<file path="src/rtl/fpu_mul_seq.sv">
// Sequencing control for a pipelined floating-point multiplier. Tracks valid/tag through
// eight stages (m1, m2, m3a, m3b, m3, m4, m5, m6), decodes the op in m1/m2, picks the
// stage-2 exponent source from the operand classes and keeps an occupancy count.
module fpu_mul_seq #(
  parameter int unsigned TAG_W = 3
) (
  input  logic             rclk,
  input  logic             arst_l,
  input  logic             req_vld,
  input  logic [1:0]       req_op,
  input  logic [TAG_W-1:0] req_tag,
  input  logic [1:0]       req_cls1,
  input  logic [1:0]       req_cls2,
  output logic             req_rdy,
  output logic             out_vld,
  input  logic             out_rdy,
  output logic [TAG_W-1:0] out_tag,
  output logic             m6stg_step,
  output logic             m1stg_dblop,
  output logic             m1stg_sngop,
  output logic             m1stg_fsmuld,
  output logic             m2stg_exp_expadd,
  output logic             m2stg_exp_0bff,
  output logic             m2stg_exp_017f,
  output logic             m2stg_exp_04ff,
  output logic             m2stg_exp_zero,
  output logic             m2stg_fmuld,
  output logic             m2stg_fmuls,
  output logic             m2stg_fsmuld,
  output logic             fmul_clken_l,
  output logic [3:0]       occ_cnt
);

  localparam int unsigned NStg = 8;

  localparam logic [1:0] OpFmuls  = 2'b01;
  localparam logic [1:0] OpFmuld  = 2'b10;
  localparam logic [1:0] OpFsmuld = 2'b11;

  localparam logic [1:0] ClsZero = 2'b01;
  localparam logic [1:0] ClsInf  = 2'b10;
  localparam logic [1:0] ClsNan  = 2'b11;

  // Select encoding: {expadd, 0bff, 017f, 04ff, zero}
  localparam logic [4:0] SelExpadd = 5'b10000;
  localparam logic [4:0] Sel0bff   = 5'b01000;
  localparam logic [4:0] Sel017f   = 5'b00100;
  localparam logic [4:0] Sel04ff   = 5'b00010;
  localparam logic [4:0] SelZero   = 5'b00001;

  // Valid and tag ride the whole pipe; op and classes are only consumed in m1/m2.
  logic [NStg-1:0]             v_q, v_d;
  logic [NStg-1:0][TAG_W-1:0]  tag_q, tag_d;
  logic [1:0][1:0]             op_q, op_d;
  logic [1:0]                  cls1_q, cls1_d, cls2_q, cls2_d;
  logic [4:0]                  sel2_q, sel2_d;
  logic [3:0]                  occ_q, occ_d;

  logic       step, accept, retire;
  logic       any_nan, any_inf, any_zero;
  logic [4:0] sel1;

  assign step   = !(v_q[NStg-1] && !out_rdy);
  assign accept = req_vld && step && (req_op != 2'b00);
  assign retire = v_q[NStg-1] && out_rdy;

  // Exponent source for the op in m1; inf x zero is covered by the inf term.
  always_comb begin
    any_nan  = (cls1_q == ClsNan) || (cls2_q == ClsNan);
    any_inf  = (cls1_q == ClsInf) || (cls2_q == ClsInf);
    any_zero = (cls1_q == ClsZero) || (cls2_q == ClsZero);
    sel1     = SelExpadd;
    if (any_nan || any_inf) begin
      unique case (op_q[0])
        OpFmuls:  sel1 = Sel017f;
        OpFsmuld: sel1 = Sel04ff;
        default:  sel1 = Sel0bff;
      endcase
    end else if (any_zero) begin
      sel1 = SelZero;
    end
  end

  // Shift every stage on step; otherwise hold. Bubbles carry zeroed fields.
  always_comb begin
    v_d    = v_q;
    tag_d  = tag_q;
    op_d   = op_q;
    cls1_d = cls1_q;
    cls2_d = cls2_q;
    sel2_d = sel2_q;
    if (step) begin
      v_d    = {v_q[NStg-2:0], accept};
      tag_d  = {tag_q[NStg-2:0], (accept ? req_tag : {TAG_W{1'b0}})};
      op_d   = {op_q[0], (accept ? req_op : 2'b00)};
      cls1_d = accept ? req_cls1 : 2'b00;
      cls2_d = accept ? req_cls2 : 2'b00;
      sel2_d = v_q[0] ? sel1 : 5'b00000;
    end
  end

  // Occupancy: a simultaneous accept and retire leaves the count unchanged.
  always_comb begin
    occ_d = occ_q;
    case ({accept, retire})
      2'b10:   occ_d = occ_q + 4'd1;
      2'b01:   occ_d = occ_q - 4'd1;
      default: occ_d = occ_q;
    endcase
  end

  // Pipe state with asynchronous clear.
  always_ff @(posedge rclk or negedge arst_l) begin
    if (!arst_l) begin
      v_q    <= '0;
      tag_q  <= '0;
      op_q   <= '0;
      cls1_q <= '0;
      cls2_q <= '0;
      sel2_q <= '0;
      occ_q  <= '0;
    end else begin
      v_q    <= v_d;
      tag_q  <= tag_d;
      op_q   <= op_d;
      cls1_q <= cls1_d;
      cls2_q <= cls2_d;
      sel2_q <= sel2_d;
      occ_q  <= occ_d;
    end
  end

  assign req_rdy    = step;
  assign m6stg_step = step;
  assign out_vld    = v_q[NStg-1];
  assign out_tag    = tag_q[NStg-1];
  assign occ_cnt    = occ_q;

  assign m1stg_dblop  = v_q[0] && ((op_q[0] == OpFmuld) || (op_q[0] == OpFsmuld));
  assign m1stg_sngop  = v_q[0] && (op_q[0] == OpFmuls);
  assign m1stg_fsmuld = v_q[0] && (op_q[0] == OpFsmuld);

  assign m2stg_exp_expadd = sel2_q[4];
  assign m2stg_exp_0bff   = sel2_q[3];
  assign m2stg_exp_017f   = sel2_q[2];
  assign m2stg_exp_04ff   = sel2_q[1];
  assign m2stg_exp_zero   = sel2_q[0];

  assign m2stg_fmuld  = v_q[1] && (op_q[1] == OpFmuld);
  assign m2stg_fmuls  = v_q[1] && (op_q[1] == OpFmuls);
  assign m2stg_fsmuld = v_q[1] && (op_q[1] == OpFsmuld);

  assign fmul_clken_l = !(req_vld || (|v_q));

endmodule
</file>
<file path="config.mk">
export PLATFORM = sky130hd
export DESIGN_NAME = fpu_mul_seq
export DESIGN_NICKNAME = d
export VERILOG_FILES = /design/src/rtl/fpu_mul_seq.sv
export SDC_FILE = /design/constraint.sdc
export NUM_CORES = 1
export LEC_CHECK = 0
export ABC_AREA = 1
export ABC_CLOCK_PERIOD_IN_PS = 2700
export BUFFER_PORTS_ARGS = -buffer_cell sky130_fd_sc_hd__clkbuf_2
export CAP_MARGIN = 10
export CORE_ASPECT_RATIO = 0.75
export CORE_MARGIN = 3
export CORE_UTILIZATION = 30
export CTS_CLUSTER_SIZE = 12
export DETAILED_ROUTE_END_ITERATION = 16
export PLACE_DENSITY = 0.55
export SETUP_SLACK_MARGIN = 0.1
export SLEW_MARGIN = 10
export SYNTH_ARGS = -nofsm -noshare
export SYNTH_HDL_FRONTEND = slang
export SYNTH_SLANG_ARGS = --single-unit
</file>
<file path="constraint.sdc">
create_clock -name rclk -period 2.7 [get_ports rclk]
set_clock_uncertainty 0.1 [all_clocks]
set_input_delay 0.135 -clock rclk [delete_from_list [all_inputs] [get_ports rclk]]
set_output_delay 0.135 -clock rclk [all_outputs]
set_load 0.01 [all_outputs]
</file>
; Yosys cells after proc, flatten, opt, wreduce, memory -nomap -nowiden
; Index checks and enable logic that the tools add are counted.
[word_totals]
ff_bits = 49
in_bits = 13
output_inout_bits = 22
elab_cells = 62
[op_classes]
add_sub_neg = 2
n_eq_ne = 14
n_mux = 9
reduce_logical = 22
[ops]
columns = op, n
row1 = $eq A2 B2 Y1 const B, 9
row2 = $pmux W4 S2, 2
row3 = $mux W5, 3
row4 = $eq A2 B1 Y1 const B, 5
row5 = $logic_and A1 B1 Y1, 10
row6 = $reduce_or A8 Y1, 1
row7 = $logic_or A1 B1 Y1, 6
row8 = $mux W2, 3
row9 = $add A4 B1 Y4 const B, 1
row10 = $reduce_bool A2 Y1, 2
row11 = $sub A4 B1 Y4 const B, 1
row12 = $logic_not A1 Y1, 3
row13 = $mux W3, 1

; Logic depth before layout (Yosys ltp)
; Gate-level depths: netlist (run 1).
[logic_depth]
ltp_word = 7
depth_mapped = 12
depth_no_buf = 12

; Worst setup path before layout (run 1)
; OpenSTA, ideal clock, no wires.
[synth_timing]
path_kind = register -> register
from = register v_q[7]
to = register occ_q[2], in the netlist occ_cnt[2]
setup_ns = 0.082
arrival_time_ns = 1.837
required_time_ns = 2.518
setup_slack_ns = 0.681
path_stages_with_launch = 11
n_path_buf = 1
period_less_slack_ns = 2.019
cell_sequence = dfrtp_1 > clkbuf_1 > nand2_1 > inv_1 > ha_1 > nor2_1 > nor2_1 > ha_1 > a21oi_1 > or2_2 > a31oi_1
[synth_between]
elab_chain_len = 6
word_cells_on_any_way = 9
cone_classes = eq/ne (2) / mux (1) / reduce/logical (6)
[synth_rtl]
columns = element, line
row1 = "start, declared", 52  ; logic [NStg-1:0] v_q, v_d;
row2 = "start signal, assigned", 123  ; v_q <= v_d;
row3 = $logic_and A1 B1 Y1, 63  ; assign step = !(v_q[NStg-1] && !out_rdy);
row4 = $logic_not A1 Y1, 63
row5 = $logic_and A1 B1 Y1 (2 in a row), 64  ; assign accept = req_vld && step && (req_op != 2'b00);
row6 = $eq A2 B1 Y1 or $eq A2 B2 Y1 (tied branches), 105  ; case ({accept, retire})
row7 = $pmux W4 S2 or $reduce_bool A2 Y1 (tied branches), --
row8 = "end signal, assigned", 121  ; occ_q <= '0;
row9 = "end signal, assigned", 129  ; occ_q <= occ_d;
row10 = "end, declared", 57  ; logic [3:0] occ_q, occ_d;
; Parallel ways exist; a longest one is shown, timed or not.
; A chain may end at the register's enable or synchronous reset.

; Worst setup path in the final report (run 1)
[layout_timing]
from = input req_op[1]
to = register occ_q[2], in the netlist occ_cnt[2]
[layout_between]
elab_chain_len = 4
word_cells_on_any_way = 6
cone_classes = eq/ne (2) / mux (1) / reduce/logical (3)
[layout_rtl]
columns = element, line
row1 = "start, declared", 10  ; input logic [1:0] req_op,
row2 = $reduce_bool A2 Y1 (*), 64
row3 = $logic_and A1 B1 Y1 (*), 64
row4 = $eq A2 B1 Y1 or $eq A2 B2 Y1 (tied branches), 105
row5 = $pmux W4 S2 or $reduce_bool A2 Y1 (tied branches), --
; Every way passes the cells marked *; elsewhere a longest branch is shown, timed or not.

==> results.py, run 1 <==
metrics = {
    "sta": {
        "period_share_pct": 81.3,
        "max_freq_mhz": 456,
        "drv_slew": 0,
        "holdWs_ns": 0.0322,
        "setup_viol": 0,
        "slew-limit-headroom_pct": 59.0,
        "period_minus_slack_ns": 2.19,
        "hold_viol": 0,
        "tightest_slew_ns": 0.614,
        "rsz0062_at_grt": "no",
        "tns_ns": 0,
    },
    "routing": {
        "drt_pass1_iterations": 4,
        "drc": 0,
        "ant_nets": 0,
        "wl_per_cell_um": 11.5,
        "num_vias": 1428,
        "drt_iter0_drc": 61,
        "drt-total-wl_mm": 3.95,
        "viasPerCell": 4.16,
    },
    "clock_network": {
        "clkSinkCount": 49,
        "clockBufferDepth": 2,
        "ctsHtreeMaxLevel": 2,
        "clock_latency_ns": 0.30,
        "post-cts-setup-buffer-count": 0,
        "cts_tree": "built",
        "clk_pin_slew_ns": 0.09,
        "clockRootBuffer": "clkbuf_8",
        "cts_made_buffers": 5,
    },
    "yosys": {
        "synth.avg_cell_area_um2": 10.7,
        "synth_xor_area_share_pct": 0.809,
        "synthesis.nets": 218,
        "ys_ff_latch": 49,
        "ys_types": 27,
        "synth_mux_area_share_pct": 11.4,
        "yosysSeqAreaShare_pct": 56.6,
        "synthesis.area_um2": 2160,
        "synth-compound-area-share_pct": 8.44,
        "yosys.area_share.adder_pct": 1.73,
        "synth_top_family_by_area": "simple AND/OR/NAND/NOR gates",
        "yosys.area_share.simple_pct": 12.0,
        "ys.warnings.count": 0,
        "synthCells": 202,
    },
    "finish": {
        "final_layout_size_suffix_gt1_share_pct": 26.9,
        "antenna_cells": 0,
        "syn_to_final_growth_pct": 20.3,
        "nNetsFinal": 261,
        "layout.cells.non_filler": 343,
    },
    "floorplanning": {
        "io-pin-count": 35,
        "core_um2": 6900,
        "start_util_pct": 31.4,
        "die_width_um": 104,
        "rows": 26,
        "die_h_um": 79.6,
        "die_area_um2": 8280,
    },
    "min_path": {
        "hold_class": "primary input to flip-flop",
    },
    "global_routing": {
        "grt_pass1_wl_mm": 6.72,
        "overflow": 0,
        "grt.total_usage_pct": 10.2,
        "first_global_vias": 1424,
        "grt_max_degree": 55,
        "antenna_found_initial": 0,
    },
    "placement": {
        "io_buffers": 34,
        "dp_hpwl_mm": 2.69,
        "place_congestion": 0.784,
        "dp.cells": 327,
    },
    "pwr": {
        "max-vdd-ir-drop_mv": 0.294,
        "power.leakage_uw": 0.00137,
        "power_density_nw_per_um2": 955,
    },
    "worst_setup_path": {
        "critPathMaxStageDelay_ns": 0.54,
        "critPathMaxFanout": 10,
        "end_kind": "flip-flop",
        "path_class": "primary input to flip-flop",
        "cp-start-kind": "primary input",
        "cpMaxStageDelayCell": "dlygate4sd3_1",
        "cp_cell_sequence": "dlygate4sd3_1 -> clkbuf_2 -> o211ai_2 -> ha_1 -> nor2_1 -> nor2_1 -> ha_1 -> a21oi_1 -> or2_2 -> a31oi_1",
        "cp.required_ns": 2.82,
        "crit_arrival_ns": 2.32,
    },
    "run_status": {
        "outcome": "complete, no violations",
    },
    "flow_run": {
        "maxCapViolCount": 0,
    },
}
through the flow:
stage | utilization, % | power [µW] | cell area, µm² | setup WS, ns
floorplan | - | 1790 | 2160 | 0.681
global placement | 34.9 | 1980 | 2410 | 0.730
detailed placement | 34.9 | 2000 | 2410 | 0.674
CTS | 37.8 | 2520 | 2600 | 0.496
global route | 37.8 | 2690 | 2600 | 0.277
finish | 37.8 | 2490 | 2600 | 0.506
registers in the layout, indices dropped and copies added, names as in the netlist:
register	count
cls1_q	2
cls2_q	2
occ_cnt	4
op_q	4
out_tag	3
sel2_q	5
tag_q	21
v_q	8
final cells by class:
| class | count | area [µm²] |
|---|---|---|
| repair buffers | 46 | 283 |
| clock inverters | 2 | 35.0 |
| well taps | 98 | 123 |
| inverters | 32 | 123 |
| clock buffers | 5 | 68.8 |
| flip-flops and latches | 49 | 1230 |
| multi-input cells | 111 | 746 |
| fillers | 701 | 4290 |
layer usage:
metal,routed length [µm],up-vias,global-route usage (%)
met3,157,6,3.23
li1,-,743,-
met4,63,0,3.72
met1,2090,655,14.3
met5,0,-,0
met2,1630,24,14.8
cells by family (layout without fill, tap and decap cells):
group / Yosys count / after routing
fa+ha+maj: 3 / 3
simple gates: 57 / 57
xor+xnor: 2 / 2
mux: 17 / 17
compound gates: 32 / 32
flops: 49 / 49
buf+inv: 42 / 85
cells in the mapped netlist, drive strengths merged:
cell / count / area [µm²]
nand3: 15 / 75.1
nor3: 3 / 15.0
clkbuf: 2 / 7.51
nand4: 2 / 18.8
inv: 32 / 123
o21ai: 19 / 95.1
nand2: 28 / 113
ha: 3 / 37.5
a31oi: 1 / 6.26
o31ai: 3 / 22.5
buf: 8 / 62.6
mux2: 17 / 248
o22ai: 5 / 31.3
xnor2: 2 / 17.5
o211ai: 1 / 12.5
dfrtp: 49 / 1230
or2: 1 / 6.26
nor4: 1 / 6.26
nor2: 7 / 26.3
a21oi: 3 / 15.0
cells in the final DEF (no fill, tap or decap), drive strengths merged, types with 2 or more instances in the layout:
cell         instances
dfrtp               49
clkbuf              39
inv                 32
nand2               28
o21ai               19
mux2                17
nand3               15
dlygate4sd3          9
nor2                 7
o22ai                5
nor3                 3
a21oi                3
o31ai                3
ha                   3
buf                  3
xnor2                2
nand4                2
final timing paths:
path / depth (start not counted) / startpoint / end / slack [ns]
max reg2reg: 10 / v_q[7] / occ_cnt[2] / 0.67
min reg2reg: 2 / v_q[5] / v_q[6] / 0.38
min: 3 / req_vld / op_q[1] / 0.03
min in group asynchronous: 3 / arst_l / v_q[6] / 0.37
max in group asynchronous: 3 / arst_l / cls1_q[1] / 1.72
max: 10 / req_op[1] / occ_cnt[2] / 0.51
what timing repair did:
item | CTS | global route
endpoints found under the setup margin | 0 | 0
resized for setup | 0 | 0
endpoints found under the hold margin | 57 | 0
hold buffers | 9 | 0
report_power, final:
part           switching [µW]  internal, µW
clock network             241           270
registers                 157           982
logic                     436           401
worst max-delay path: cells and delay by family:
family / cells / cell delay [ns]
AO/OA/AOI/OAI: 3 / 0.57
adder cells (fa/ha/maj): 2 / 0.45
AND/OR/NAND/NOR: 3 / 0.50
buffers and inverters: 2 / 0.67
(Power assumes the default switching activity.)
==> inputs of run 2 (changes only) <==
Settings changed: ABC_AREA 1 to 0, ABC_CLOCK_PERIOD_IN_PS 2700 to 1900, PLACE_DENSITY 0.55 to 0.57.
Clock period 2.7 ns to 1.9 ns, I/O delays scaled along.
==> run 2 against run 1 <==
The run now ends with setup timing left; worst setup slack lost 0.54 ns; synthesized area shrank 5.8%; core utilization grew 2.6 points; non-clock buffer count grew 8; worst hold slack gained 0.088 ns; critical path depth shrank 2; clock power grew 47%; cell count grew 1.7%; critical path type is now flip-flop to flip-flop.
==> results.py, run 2 <==
metrics = {
    "run_status": {
        "outcome": "finished with violations",
        "violations": "setup timing",
    },
    "yosys": {
        "synthesis.nets": 234,
        "ys_ff_latch": 49,
        "ys.warnings.count": 0,
        "ys_async_sr_fraction_pct": 100,
        "ys_types": 29,
        "synthesis.area_um2": 2040,
        "synthTopCellsByCount": "nand2_1, dfrtp_1, nor2_1",
        "yosys.area_share.adder_pct": 1.84,
        "synth_mux_area_share_pct": 0.552,
        "synth.avg_cell_area_um2": 9.35,
        "synth_top_family_by_area": "simple AND/OR/NAND/NOR gates",
        "synth_top_area_cell": "dfrtp_1",
        "synth_xor_area_share_pct": 2.15,
        "synth_area_leaders": "dfrtp_1, nand2_1, a22o_1",
        "yosysSeqAreaShare_pct": 60.2,
        "synth_top_cell_area_share_pct": 60.2,
        "ys.flop_type": "dfrtp_1",
        "post-synth-top-count-cell": "nand2_1",
        "synth-compound-area-share_pct": 6.32,
        "synth_edf_count": 0,
        "yosys.area_share.simple_pct": 24.8,
        "synthCells": 218,
    },
    "finish": {
        "largestRegisters": "tag_q x21, v_q x8, sel2_q x5",
        "stdcell_area_um2": 2600,
        "final_layout_size_suffix_gt1_share_pct": 23.9,
        "largest_reg_flops": 21,
        "regMostFlops": "tag_q",
        "final_cell_mix": "nand2_1, dfrtp_1, clkbuf_2",
        "nFillCells": 647,
        "antenna_cells": 0,
        "final_common_cell": "nand2_1",
        "nNetsFinal": 283,
        "syn_to_final_growth_pct": 27.4,
    },
    "min_path": {
        "hold_start": "out_rdy",
        "hold_class": "primary input to flip-flop",
    },
    "placement": {
        "dpl_cell_area_um2": 2340,
        "place_congestion": 0.758,
        "io_buffers": 34,
        "dp_hpwl_mm": 2.76,
    },
    "worst_setup_path": {
        "cp.required_ns": 2.03,
        "r2r-start": "v_q[7]",
        "crit_buf_inv": 1,
        "critPathMaxFanout": 3,
        "cp_cell_sequence": "nor2b_4 -> nor2_4 -> inv_2 -> ha_4 -> nand2b_4 -> or4b_4 -> a31oi_2 -> xor2_1",
        "cp-start-kind": "flip-flop",
        "critPathTopFamily": "simple AND/OR/NAND/NOR gates",
        "crit_start": "v_q[7]",
        "crit_arrival_ns": 2.06,
        "path_class": "flip-flop to flip-flop",
        "end_kind": "flip-flop",
        "critPathMaxStageDelay_ns": 0.48,
        "cpMaxStageDelayCell": "or4b_4",
    },
    "clock_network": {
        "cts_made_buffers": 5,
        "clockRootBuffer": "clkbuf_8",
        "clockBufferDepth": 2,
        "cts_tree": "built",
        "clock_latency_ns": 0.30,
        "clkSinkCount": 49,
        "post-cts-setup-buffer-count": 0,
        "ctsHtreeMaxLevel": 2,
        "clk_pin_slew_ns": 0.09,
    },
    "routing": {
        "num_vias": 1546,
        "wl_per_cell_um": 11.7,
        "ant_nets": 0,
        "drt-total-wl_mm": 4.08,
        "drt_pass1_iterations": 4,
        "drc": 0,
        "viasPerCell": 4.43,
        "drt_iter0_drc": 68,
    },
    "sta": {
        "tightest_slew_ns": 0.480,
        "period_minus_slack_ns": 1.93,
        "slew-limit-headroom_pct": 68.0,
        "max_freq_mhz": 517,
        "rsz0062_at_grt": "yes",
        "drv_slew": 0,
        "holdWs_ns": 0.120,
        "setup_viol": 2,
        "fin_ws_ns": -0.0346,
        "hold_viol": 0,
        "period_share_pct": 102,
    },
    "global_routing": {
        "grt_pass1_wl_mm": 7.09,
        "grt.total_usage_pct": 11.2,
        "first_global_vias": 1537,
        "grt_max_degree": 48,
        "overflow": 0,
        "antenna_found_initial": 0,
    },
    "floorplanning": {
        "core_um2": 6440,
        "die_h_um": 77.4,
        "start_util_pct": 31.6,
        "io-pin-count": 35,
        "die_width_um": 101,
        "rows": 25,
        "die_area_um2": 7830,
    },
    "pwr": {
        "power_density_nw_per_um2": 1340,
        "power.leakage_uw": 0.00136,
        "max-vdd-ir-drop_mv": 0.460,
    },
    "flow_run": {
        "maxCapViolCount": 0,
    },
}
## run 2: cell count changes in the layout (fill, tap and decap cells not counted), sizes merged, moves of 4 or more
cell | previous run | this run
nand3 | 15 | 3
mux2 | 17 | 1
nand2 | 28 | 102
o21ai | 19 | 7
buf | 3 | 9
xor2 | 0 | 4
a22o | 0 | 5
o22ai | 5 | 1
inv | 32 | 5
## run 2: what timing repair did
item / in CTS / in global routing
gates cloned: 0 / 0
endpoints found under the setup margin: 5 / 6
pin swaps: 1 / 1
hold buffers: 11 / 0
hold endpoints to repair: 58 / 0
resized for setup: 3 / 3
## run 2: final cells by class
| cell class | count | area, µm² | share of cell area (%) |
|---|---|---|---|
| timing repair buffer | 54 | 348 | 13.4 |
| sequential | 49 | 1230 | 47.2 |
| inverter | 5 | 18.8 | 0.723 |
| clock inverter | 3 | 46.3 | 1.78 |
| multi-input combinational | 152 | 788 | 30.3 |
| tap | 81 | 101 | 3.90 |
| clock buffer | 5 | 68.8 | 2.65 |
## run 2: worst paths after layout
check                      slack [ns]         end  depth (start not counted)
hold reg to reg                  0.37  occ_cnt[3]                          1
hold / removal                   0.12      v_q[0]                          5
min in group asynchronous        0.20    tag_q[1]                          3
max in group asynchronous        1.17   tag_q[15]                          3
setup / recovery                -0.03  occ_cnt[3]                          8
setup reg to reg                -0.03  occ_cnt[3]                          8
## run 2: logic make-up (layout without fill, tap and decap cells)
group           after synthesis  after routing
fa+ha+maj                     3              3
buf+inv                      17             67
simple gates                124            124
mux                           1              1
compound gates               19             19
xor+xnor                      5              5
flops                        49             49
## run 2: worst min-delay path: cells and delay by family
family,cells,cell delay (ns)
AOI/OAI and AO/OA,1,0.07
buffers and inverters,2,0.18
and+or+nand+nor,2,0.14
## run 2: through the flow
stage	util, %	TNS [ns]	setup WS, ns	std cells	total power, µW
floorplan	-	-0.282	-0.143	218	2350
global placement	36.3	-0.00921	-0.00921	330	2670
detailed placement	36.3	-0.0817	-0.0477	330	2700
CTS	40.1	-0.0554	-0.0280	349	3510
global route	40.3	-0.553	-0.161	349	3770
finish	40.3	-0.0601	-0.0346	349	3480
## run 2: where the power goes
part	internal (µW)	leakage [µW]	total (µW)	switching [µW]
Sequential	1390	0.000640	1670	275
Combinational	469	0.000665	1060	586
Clock	394	0.0000543	751	357
Total	2260	0.00136	3480	1220
## run 2: layer usage
layer,track usage (%),vias to the layer above,share of wire (%),routed length (µm)
met3,3.86,2,5.2,212
met4,1.99,0,0.47,19
met1,15.9,726,49,2000
li1,-,790,-,-
met2,16.7,28,45,1850
met5,0,-,0,0
==> inputs of run 3 (changes only) <==
Settings changed: MAX_ROUTING_LAYER set to met4, PLACE_DENSITY 0.57 to 0.53.
==> run 3 against run 2 <==
The run still ends with setup timing left; power is 5.7% higher; global-route usage rose by 1.1 points; wire length grew 5.5%; maximum frequency fell by 2.6%; sequential share of layout area is 0.45 points lower; via count about the same; design area rose by 0.96%; combinational power grew 6%; cell count shrank 0.57%; sequential power barely moved; core utilization up 0.39 points; critical endpoint unchanged.
==> results.py, run 3 (synthesis gave the netlist of run 2 again) <==
metrics = {
    "clock_network": {
        "clkSinkCount": 49,
        "clock_latency_ns": 0.30,
        "cts_tree": "built",
        "clockBufferDepth": 2,
        "cts_made_buffers": 5,
        "clk_pin_slew_ns": 0.10,
        "clockRootBuffer": "clkbuf_8",
        "ctsHtreeMaxLevel": 2,
    },
    "finish": {
        "nFillCells": 658,
        "final_util_pct": 40.7,
        "stdcell_area_um2": 2620,
        "nNetsFinal": 281,
        "final_layout_size_suffix_gt1_share_pct": 23.3,
        "final_common_cell": "nand2_1",
        "syn_to_final_growth_pct": 28.7,
        "largest_reg_flops": 21,
        "largestRegisters": "tag_q x21, v_q x8, sel2_q x5",
        "register_area_um2": 1230,
        "multi_input_area_um2": 795,
        "regMostFlops": "tag_q",
        "layout.cells.non_filler": 347,
        "antenna_cells": 0,
        "final_cell_mix": "nand2_1, dfrtp_1, clkbuf_2",
    },
    "global_routing": {
        "grt_max_degree": 50,
        "grt.total_usage_pct": 12.3,
        "overflow": 0,
        "first_global_vias": 1496,
        "antenna_found_initial": 0,
        "grt_pass1_wl_mm": 7.40,
    },
    "sta": {
        "tns_ns": -0.256,
        "rsz0062_at_grt": "yes",
        "fin_ws_ns": -0.0864,
        "hold_viol": 0,
        "max_freq_mhz": 503,
        "slew-limit-headroom_pct": 59.2,
        "period_share_pct": 105,
        "drv_slew": 0,
        "period_minus_slack_ns": 1.99,
        "setup_viol": 4,
        "tightest_slew_ns": 0.611,
    },
    "routing": {
        "viasPerCell": 4.45,
        "wl_per_cell_um": 12.4,
        "drc": 0,
        "drt_iter0_drc": 71,
        "num_vias": 1545,
        "drt-total-wl_mm": 4.30,
        "drt_pass1_iterations": 4,
        "ant_nets": 0,
    },
    "placement": {
        "dpl_cell_area_um2": 2330,
        "place_congestion": 0.784,
        "post-place-ws_ns": -0.0770,
        "dp_hpwl_mm": 2.71,
        "io_buffers": 34,
        "dp.cells": 327,
    },
    "pwr": {
        "power_density_nw_per_um2": 1400,
        "p_int_uw": 2420,
        "pwr-share-seq_pct": 45.4,
        "combinationalPowerShare_pct": 30.6,
        "clkPwrFrac_pct": 24.0,
        "max-vdd-ir-drop_mv": 0.412,
        "p_switching_uw": 1250,
        "p_sw_share_pct": 34.1,
        "power.leakage_uw": 0.00137,
    },
    "worst_setup_path": {
        "cp-start-kind": "flip-flop",
        "path_class": "flip-flop to flip-flop",
        "crit_buf_inv": 1,
        "cp.required_ns": 2.04,
        "end_kind": "flip-flop",
        "critPathMaxStageDelay_ns": 0.46,
        "cp_cell_sequence": "nor2b_4 -> nor2_4 -> inv_4 -> ha_4 -> nand2b_4 -> or4b_1 -> a31oi_1 -> xor2_1",
        "cpMaxStageDelayCell": "or4b_1",
        "critPathMaxFanout": 3,
        "crit_arrival_ns": 2.12,
        "reg2regPathDepth": 8,
        "cp.depth": 8,
        "critPathTopFamily": "simple AND/OR/NAND/NOR gates",
    },
    "min_path": {
        "min_path_cells": 5,
        "hold_class": "primary input to flip-flop",
    },
    "run_status": {
        "outcome": "finished with violations",
        "violations": "setup timing",
    },
    "floorplanning": {
        "die_h_um": 77.4,
        "io-pin-count": 35,
        "die_area_um2": 7830,
        "rows": 25,
        "die_width_um": 101,
        "core_um2": 6440,
        "start_util_pct": 31.6,
    },
    "flow_run": {
        "maxCapViolCount": 0,
    },
}
==> run 3: cell type report <==
| cell class | instances | area share (%) |
|---|---|---|
| sequential | 49 | 46.8 |
| multi-input combinational | 152 | 30.3 |
| timing repair buffer | 52 | 13.2 |
| tap | 81 | 3.86 |
| clock buffer | 5 | 2.62 |
| clock inverter | 3 | 2.48 |
| inverter | 5 | 0.811 |
==> run 3: what timing repair did <==
action                                 4_1_cts  5_1_grt
hold buffers                                11        0
setup buffers                                0        1
pin swaps                                    3        5
setup endpoints to repair                    5       11
endpoints found under the hold margin       58        0
resized for setup                            3        5
==> run 3: worst register-to-register path: stages, from the launching register on <==
cell and delay (ns):
dfrtp_1 0.40, nor2b_4 0.14, nor2_4 0.10, inv_4 0.06, ha_4 0.16, nand2b_4 0.13, or4b_1 0.46, a31oi_1 0.21
xor2_1 0.16
==> run 3: stage by stage <==
step / hold WS (ns) / power [µW]
finish: 0.146 / 3670
CTS: 0.154 / 3650
global route: 0.207 / 3950
global placement: 0.146 / 2690
detailed placement: 0.140 / 2710
floorplan: -0.301 / 2350
==> run 3: final timing paths <==
path                                from    endpoint  slack, ns
worst max-delay path              v_q[7]  occ_cnt[3]      -0.09
worst min register to register  tag_q[8]   tag_q[11]       0.37
worst min-delay path             out_rdy      v_q[0]       0.15
max in group asynchronous         arst_l    tag_q[9]       0.97
worst max register to register    v_q[7]  occ_cnt[3]      -0.09
min in group asynchronous         arst_l     op_q[3]       0.31
==> run 3: power groups by stage <==
stage          clock, µW  sequential, µW  combinational (µW)
2_1_floorplan          0            1650                 700
3_3_place_gp           0            1670                1020
3_5_place_dp           0            1680                1030
4_1_cts              897            1670                1080
5_1_grt              944            1730                1280
6_report             880            1670                1120
==> run 3: layer usage <==
metal  part of all wire (%)  vias up  GRT usage [%]
met3                    4.1        5           2.96
met1                     52      721           17.3
met5                      0        -              -
met2                     43       30           17.4
li1                       -      789              -
met4                   0.95        0           3.98
